**src/rtl/vram_arbiter_if.sv**
```systemverilog
// vram_arbiter_if: requester and RAM-port signals of the video-RAM arbiter
// slave  : arbiter side (takes requests and ram_q, drives results and the RAM port)
// master : requester/RAM side (VDG, CPU, loader, dpram port A)
interface vram_arbiter_if #(parameter int AW = 12, parameter int DW = 8);
  logic          vdg_req;
  logic [AW-1:0] vdg_addr;
  logic [DW-1:0] vdg_data;
  logic          vdg_valid;
  logic          vdg_overrun;
  logic          cpu_req;
  logic          cpu_we;
  logic [AW-1:0] cpu_addr;
  logic [DW-1:0] cpu_wdata;
  logic [DW-1:0] cpu_rdata;
  logic          cpu_ack;
  logic          ldr_wr;
  logic [AW-1:0] ldr_addr;
  logic [DW-1:0] ldr_data;
  logic          ldr_busy;
  logic          ram_we;
  logic [AW-1:0] ram_ad;
  logic [DW-1:0] ram_d;
  logic [DW-1:0] ram_q;
  modport slave (
    input  vdg_req, vdg_addr, cpu_req, cpu_we, cpu_addr, cpu_wdata,
           ldr_wr, ldr_addr, ldr_data, ram_q,
    output vdg_data, vdg_valid, vdg_overrun, cpu_rdata, cpu_ack, ldr_busy,
           ram_we, ram_ad, ram_d
  );
  modport master (
    output vdg_req, vdg_addr, cpu_req, cpu_we, cpu_addr, cpu_wdata,
           ldr_wr, ldr_addr, ldr_data, ram_q,
    input  vdg_data, vdg_valid, vdg_overrun, cpu_rdata, cpu_ack, ldr_busy,
           ram_we, ram_ad, ram_d
  );
endinterface

```
**src/rtl/vram_arbiter.sv**
```systemverilog
// vram_arbiter: one-access-per-clock video-RAM port sequencer for VDG, loader and CPU
// clk_sys : rising-edge clock
// reset_n : asynchronous active-low reset
// bus     : vram_arbiter_if.slave (VDG fetch, CPU bus, loader writes, dpram port A)
// Priority VDG > loader > CPU, except the CPU wins outright once it has waited STARVE edges.
module vram_arbiter #(
  parameter int AW     = 12,
  parameter int DW     = 8,
  parameter int STARVE = 4
) (
  input logic          clk_sys,
  input logic          reset_n,
  vram_arbiter_if.slave bus
);
  typedef enum logic [1:0] {OWN_NONE, OWN_VDG, OWN_LDR, OWN_CPU} own_t;
  localparam logic [3:0] STARVE_L = 4'(STARVE);
  logic          vdg_pend, ldr_pend, cpu_infl, s1_rd, cpu_elig;
  logic [AW-1:0] vdg_pa, ldr_pa;
  logic [DW-1:0] ldr_pd;
  logic [3:0]    starve;
  own_t          win, s1_own, s2_own;
  always_comb begin
    cpu_elig = bus.cpu_req & ~cpu_infl;
    win = (cpu_elig && starve >= STARVE_L) ? OWN_CPU :
          vdg_pend ? OWN_VDG :
          ldr_pend ? OWN_LDR :
          cpu_elig ? OWN_CPU : OWN_NONE;
  end
  assign bus.ldr_busy = ldr_pend;
  always_ff @(posedge clk_sys or negedge reset_n) begin
    if (!reset_n) begin
      vdg_pend        <= 1'b0;
      vdg_pa          <= '0;
      ldr_pend        <= 1'b0;
      ldr_pa          <= '0;
      ldr_pd          <= '0;
      cpu_infl        <= 1'b0;
      starve          <= '0;
      s1_own          <= OWN_NONE;
      s1_rd           <= 1'b0;
      s2_own          <= OWN_NONE;
      bus.ram_we      <= 1'b0;
      bus.ram_ad      <= '0;
      bus.ram_d       <= '0;
      bus.vdg_valid   <= 1'b0;
      bus.vdg_data    <= '0;
      bus.vdg_overrun <= 1'b0;
      bus.cpu_ack     <= 1'b0;
      bus.cpu_rdata   <= '0;
    end else begin
      // A request arriving on the edge its predecessor is granted simply refills the slot.
      if (bus.vdg_req) begin
        vdg_pend <= 1'b1;
        vdg_pa   <= bus.vdg_addr;
        if (vdg_pend && win != OWN_VDG) bus.vdg_overrun <= 1'b1;
      end else if (win == OWN_VDG) vdg_pend <= 1'b0;
      if (bus.ldr_wr && (!ldr_pend || win == OWN_LDR)) begin
        ldr_pend <= 1'b1;
        ldr_pa   <= bus.ldr_addr;
        ldr_pd   <= bus.ldr_data;
      end else if (win == OWN_LDR) ldr_pend <= 1'b0;
      // In-flight drops on the ack edge, so a still-high cpu_req a cycle later is a new access.
      cpu_infl <= (win == OWN_CPU) | (cpu_infl & ~bus.cpu_ack);
      starve   <= (!bus.cpu_req || win == OWN_CPU) ? 4'd0 :
                  (cpu_elig && starve != 4'hF) ? starve + 4'd1 : starve;
      bus.ram_we <= (win == OWN_LDR) || (win == OWN_CPU && bus.cpu_we);
      bus.ram_ad <= win == OWN_VDG ? vdg_pa : win == OWN_LDR ? ldr_pa :
                    win == OWN_CPU ? bus.cpu_addr : bus.ram_ad;
      bus.ram_d  <= win == OWN_LDR ? ldr_pd : win == OWN_CPU ? bus.cpu_wdata : bus.ram_d;
      s1_own <= win;
      s1_rd  <= (win == OWN_VDG) || (win == OWN_CPU && !bus.cpu_we);
      // Stage 2 only tracks reads: ram_q for a stage-1 read is captured one edge later.
      s2_own <= s1_rd ? s1_own : OWN_NONE;
      bus.vdg_valid <= s2_own == OWN_VDG;
      bus.vdg_data  <= s2_own == OWN_VDG ? bus.ram_q : bus.vdg_data;
      bus.cpu_ack   <= (s2_own == OWN_CPU) || (s1_own == OWN_CPU && !s1_rd);
      bus.cpu_rdata <= s2_own == OWN_CPU ? bus.ram_q : bus.cpu_rdata;
    end
  end
endmodule

```
**src/flat_wrapper.sv**
```systemverilog
// flat-port wrapper written by rule: the top's interface ports become plain ports
module vram_arbiter_flat 
#(
  parameter int AW     = 12,
  parameter int DW     = 8,
  parameter int STARVE = 4
)
  (clk_sys, reset_n, bus_vdg_req, bus_vdg_addr, bus_cpu_req, bus_cpu_we, bus_cpu_addr, bus_cpu_wdata, bus_ldr_wr, bus_ldr_addr, bus_ldr_data, bus_ram_q, bus_vdg_data, bus_vdg_valid, bus_vdg_overrun, bus_cpu_rdata, bus_cpu_ack, bus_ldr_busy, bus_ram_we, bus_ram_ad, bus_ram_d);
  vram_arbiter_if #(.AW(AW), .DW(DW)) bus_i ();
  input logic clk_sys;
  input logic reset_n;
  input wire logic [$bits(bus_i.vdg_req)-1:0] bus_vdg_req;
  input wire logic [$bits(bus_i.vdg_addr)-1:0] bus_vdg_addr;
  input wire logic [$bits(bus_i.cpu_req)-1:0] bus_cpu_req;
  input wire logic [$bits(bus_i.cpu_we)-1:0] bus_cpu_we;
  input wire logic [$bits(bus_i.cpu_addr)-1:0] bus_cpu_addr;
  input wire logic [$bits(bus_i.cpu_wdata)-1:0] bus_cpu_wdata;
  input wire logic [$bits(bus_i.ldr_wr)-1:0] bus_ldr_wr;
  input wire logic [$bits(bus_i.ldr_addr)-1:0] bus_ldr_addr;
  input wire logic [$bits(bus_i.ldr_data)-1:0] bus_ldr_data;
  input wire logic [$bits(bus_i.ram_q)-1:0] bus_ram_q;
  output wire logic [$bits(bus_i.vdg_data)-1:0] bus_vdg_data;
  output wire logic [$bits(bus_i.vdg_valid)-1:0] bus_vdg_valid;
  output wire logic [$bits(bus_i.vdg_overrun)-1:0] bus_vdg_overrun;
  output wire logic [$bits(bus_i.cpu_rdata)-1:0] bus_cpu_rdata;
  output wire logic [$bits(bus_i.cpu_ack)-1:0] bus_cpu_ack;
  output wire logic [$bits(bus_i.ldr_busy)-1:0] bus_ldr_busy;
  output wire logic [$bits(bus_i.ram_we)-1:0] bus_ram_we;
  output wire logic [$bits(bus_i.ram_ad)-1:0] bus_ram_ad;
  output wire logic [$bits(bus_i.ram_d)-1:0] bus_ram_d;
  assign bus_i.vdg_req = bus_vdg_req;
  assign bus_i.vdg_addr = bus_vdg_addr;
  assign bus_i.cpu_req = bus_cpu_req;
  assign bus_i.cpu_we = bus_cpu_we;
  assign bus_i.cpu_addr = bus_cpu_addr;
  assign bus_i.cpu_wdata = bus_cpu_wdata;
  assign bus_i.ldr_wr = bus_ldr_wr;
  assign bus_i.ldr_addr = bus_ldr_addr;
  assign bus_i.ldr_data = bus_ldr_data;
  assign bus_i.ram_q = bus_ram_q;
  assign bus_vdg_data = bus_i.vdg_data;
  assign bus_vdg_valid = bus_i.vdg_valid;
  assign bus_vdg_overrun = bus_i.vdg_overrun;
  assign bus_cpu_rdata = bus_i.cpu_rdata;
  assign bus_cpu_ack = bus_i.cpu_ack;
  assign bus_ldr_busy = bus_i.ldr_busy;
  assign bus_ram_we = bus_i.ram_we;
  assign bus_ram_ad = bus_i.ram_ad;
  assign bus_ram_d = bus_i.ram_d;
  vram_arbiter #(.AW(AW), .DW(DW), .STARVE(STARVE)) u_core (.clk_sys(clk_sys), .reset_n(reset_n), .bus(bus_i));
endmodule
```
**config.mk**
```make
export PLATFORM = sky130hd
export DESIGN_NAME = vram_arbiter_flat
export DESIGN_NICKNAME = d
export VERILOG_FILES = /design/src/rtl/vram_arbiter_if.sv /design/src/rtl/vram_arbiter.sv /design/src/flat_wrapper.sv
export SDC_FILE = /design/constraint.sdc
export NUM_CORES = 1
export LEC_CHECK = 0
export CORE_ASPECT_RATIO = 0.6
export CORE_MARGIN = 2
export CORE_UTILIZATION = 67
export CTS_CLUSTER_DIAMETER = 30
export DETAILED_ROUTE_END_ITERATION = 8
export DONT_BUFFER_PORTS = 1
export PLACE_DENSITY = 0.89
export SLEW_MARGIN = 15
export SYNTH_ARGS = -nofsm -noshare
export SYNTH_HDL_FRONTEND = slang
export SYNTH_SLANG_ARGS = --single-unit
```
**constraint.sdc**
```tcl
create_clock -name clk_sys -period 5.23 [get_ports clk_sys]
set_clock_uncertainty 0.15 [all_clocks]
set_input_delay 0.7845 -clock clk_sys [delete_from_list [all_inputs] [get_ports clk_sys]]
set_output_delay 0.7845 -clock clk_sys [all_outputs]
set_load 0.01 [all_outputs]
```
==> impl_metrics.toml <==
[status]
outcome = "finished, final reports clean"

[power]
clkPwrFrac = 0.294
swShare = 0.277
p_int_uw = 1140
combPwrFrac = 0.143
power_density_mw_per_mm2 = 399
power.switching_uw = 434
leakagePower_uw = 0.00180
ir_drop_uv = 219
pwr-share-seq = 0.562

[yosys]
synthArstFlopShare = 1.00
seq_area_frac_synth = 0.566
synthFlopType = "dfrtp_1"
synth_edf_count = 0
synth_commonest_cells = "dfrtp_1 (84), mux2_2 (28), mux2_4 (20)"
synthMuxAreaShare = 0.166
synthXorXnorAreaFrac = 0.00472
yosysWarnings = 0
synth_seq_cells = 84
syn-num-nets = 362
synth_cells = 295
synth_top_cell_by_area = "dfrtp_1"
synth_top_family_by_area = "multiplexers"
synth-simple-area-share = 0.0785
synthTopCellsByArea = "dfrtp_1 (57%), mux2_2 (8.5%), mux2_4 (8.1%)"
synthesis.area_sq_mm = 0.00371
synth.most_common_cell = "dfrtp_1"
synth_cell_types = 33
avgSynthCellArea_sq_um = 12.6
synth_compound_area_frac = 0.139
synth_top_area_share = 0.566
synthAdderAreaFrac = 0.00337

[grt]
grt_pass1_wl_mm = 11.7
use_met1 = 0.358
grt_max_degree = 85
use_met3 = 0.0851
globalRoute.totalOverflow = 0
busiest_layer = "met2"
grt_pass1_vias = 2327
grt_util_met2 = 0.387
grt.total_usage = 0.256
antenna_found_initial = 0

[route]
routed_wl_mm = 7.42
vias_per_cell = 6.27
ant_nets = 0
vias = 2275
drt-pass1-iter-count = 5
drtIter0Drc = 142
drcViolationCount = 0
post_drt_wl_per_cell_um = 20.5

[die]
die_x_um = 100
coreArea_sq_mm = 0.00520
start_util = 0.713
die_y_um = 61.7
dieArea_sq_mm = 0.00617
rows = 20
io_pins = 107

[run]
drv_cap = 0

[place]
dp.cells = 346
gp_congestion = 0.810
hpwl_mm = 5.19
port_buffers = 0
pre_cts_ws_ns = 2.24

[sta]
fin_crit_ns = 2.69
grt_setup_unrepaired = "false"
setup_violations = 0
worst_slack_ns = 2.54
fmax_mhz = 372
tns_ns = 0
hold_viol = 0
worstMarginPinSlew_ns = 0.830
max_slew_margin = 0.447
maxSlewViolCount = 0
min_period_over_period = 0.514

[critical_path]
critPathMaxStageDelay_ns = 0.75
cp_data_required_time_ns = 5.31
cp-start-kind = "flop"
r2r-start = "u_core.cpu_infl"
critPathArrivalTime_ns = 2.77
ff2ff_path_depth = 5
r2r-end = "u_core.ldr_pd[6]"
crit_chain = "and2b_1 > a21oi_4 > o21ai_2 > buf_4 > mux2_4"
crit_type = "reg -> reg"
critPathSlowestCell = "and2b_1"
crit_path_end_kind = "flop"
regToRegSetupSlack_ns = 2.54
crit_start = "u_core.cpu_infl"
worstPathMaxFanout = 22

[clocking]
cts_buffers = 9
h-tree-depth = 3
cts_tree = "yes"
clock_latency_ns = 0.34
cts_sinks = 84
path_clk_slew_ns = 0.08
root_buffer = "clkbuf_8"
cts_max_path_buffers = 2
cts_setup_buffers = 0
post_cts_resized = 0

[cells_and_area]
antenna_cells = 0
nets = 359
stdcell_count = 363
num-fill-cells = 337
post-route-util = 0.756
drive_above_1_share = 0.290
syn2layout_area_growth_pct = 6.03

[worst_hold_path]
hold_path_class = "in -> async"
==> cell usage in the layout, fill, tap and decap left out, types with 2 or more instances in the layout <==
cell type | netlist | layout
dfrtp_1 | 84 | 84
mux2_2 | 28 | 28
mux2_4 | 20 | 20
nand2_1 | 18 | 18
nor2_1 | 17 | 17
inv_1 | 13 | 13
a21oi_1 | 13 | 13
a211o_1 | 12 | 12
or2_2 | 12 | 12
o22ai_1 | 12 | 12
o31ai_1 | 12 | 12
clkbuf_8 | 0 | 11
a221o_1 | 8 | 8
o21ai_2 | 3 | 4
nand3_1 | 4 | 4
o21ai_0 | 3 | 3
nand2b_1 | 2 | 2
nor3_2 | 2 | 2
and2_1 | 2 | 2
a21o_1 | 2 | 2
xor2_1 | 2 | 2
clkinv_2 | 0 | 2
buf_4 | 2 | 2
==> cell families after synthesis <==
group           after synthesis
compound gates               70
xor+xnor                      2
fa+ha+maj                     1
buf+inv                      30
flops                        84
mux                          48
simple gates                 60
==> timing repair <==
item | in CTS | in global routing
hold buffers | 1 | 0
endpoints found under the setup margin | 0 | 0
endpoints found under the hold margin | 84 | 0
==> worst max-delay path, delay by kind of cell, from the launching register on <==
| family | cells | cell delay [ns] |
|---|---|---|
| and+or+nand+nor | 1 | 0.75 |
| AOI/OAI and AO/OA | 2 | 0.56 |
| DFF | 1 | 0.41 |
| buffers and inverters | 1 | 0.37 |
| muxes | 1 | 0.33 |
==> sequential cells by signal, indices dropped and copies added (netlist names), 2 cells and up <==
signal and flops:
u_core.bus.ram_d 8, u_core.vdg_pa 12, u_core.ldr_pd 8, u_core.s2_own 2, u_core.bus.vdg_data 8, u_core.ldr_pa 12, u_core.s1_own 2, u_core.starve 4
u_core.bus.ram_ad 12, u_core.bus.cpu_rdata 8
==> per-layer routing <==
layer | vias to the layer above | share of wire | wire (um)
li1 | 1045 | - | -
met4 | 0 | 0.0065 | 48
met5 | - | 0 | 0
met3 | 6 | 0.081 | 600
met1 | 1133 | 0.45 | 3370
met2 | 91 | 0.46 | 3410
==> power by group through the flow <==
stage,Clock (uW),Combinational [uW],Sequential (uW)
floorplan,0,196,863
detailed placement,0,214,894
CTS,470,228,883
finish,462,225,882
global route,504,252,896
global placement,0,201,889
==> cell type report <==
cell class / count / area (sq um) / share of cell area
clock buffers: 12 / 155 / 0.0394
repair buffers: 3 / 42.5 / 0.0108
inverters: 13 / 48.8 / 0.0124
flip-flops and latches: 84 / 2100 / 0.534
multi-input cells: 181 / 1460 / 0.370
clock inverters: 4 / 47.5 / 0.0121
well taps: 66 / 82.6 / 0.0210
==> how the worst max path moves through the flow <==
stage,endpoint,slack (ns),cells after the start
floorplan,u_core.ldr_pa[0],3.24,5
global placement,u_core.ldr_pd[5],2.31,5
detailed placement,u_core.ldr_pa[7],2.24,5
CTS,u_core.ldr_pd[2],2.53,5
global route,u_core.ldr_pd[6],2.42,4
finish,u_core.ldr_pd[6],2.54,5
==> metrics by stage <==
stage | hold WS (ns) | power [uW] | cell area [sq um]
finish | 0.189 | 1570 | 3940
global route | 0.188 | 1650 | 3940
CTS | 0.187 | 1580 | 3930
detailed placement | 0.324 | 1110 | 3700
global placement | 0.319 | 1090 | 3700
floorplan | 0.290 | 1060 | 3710
Note: power is estimated with default switching activity, not from simulation.
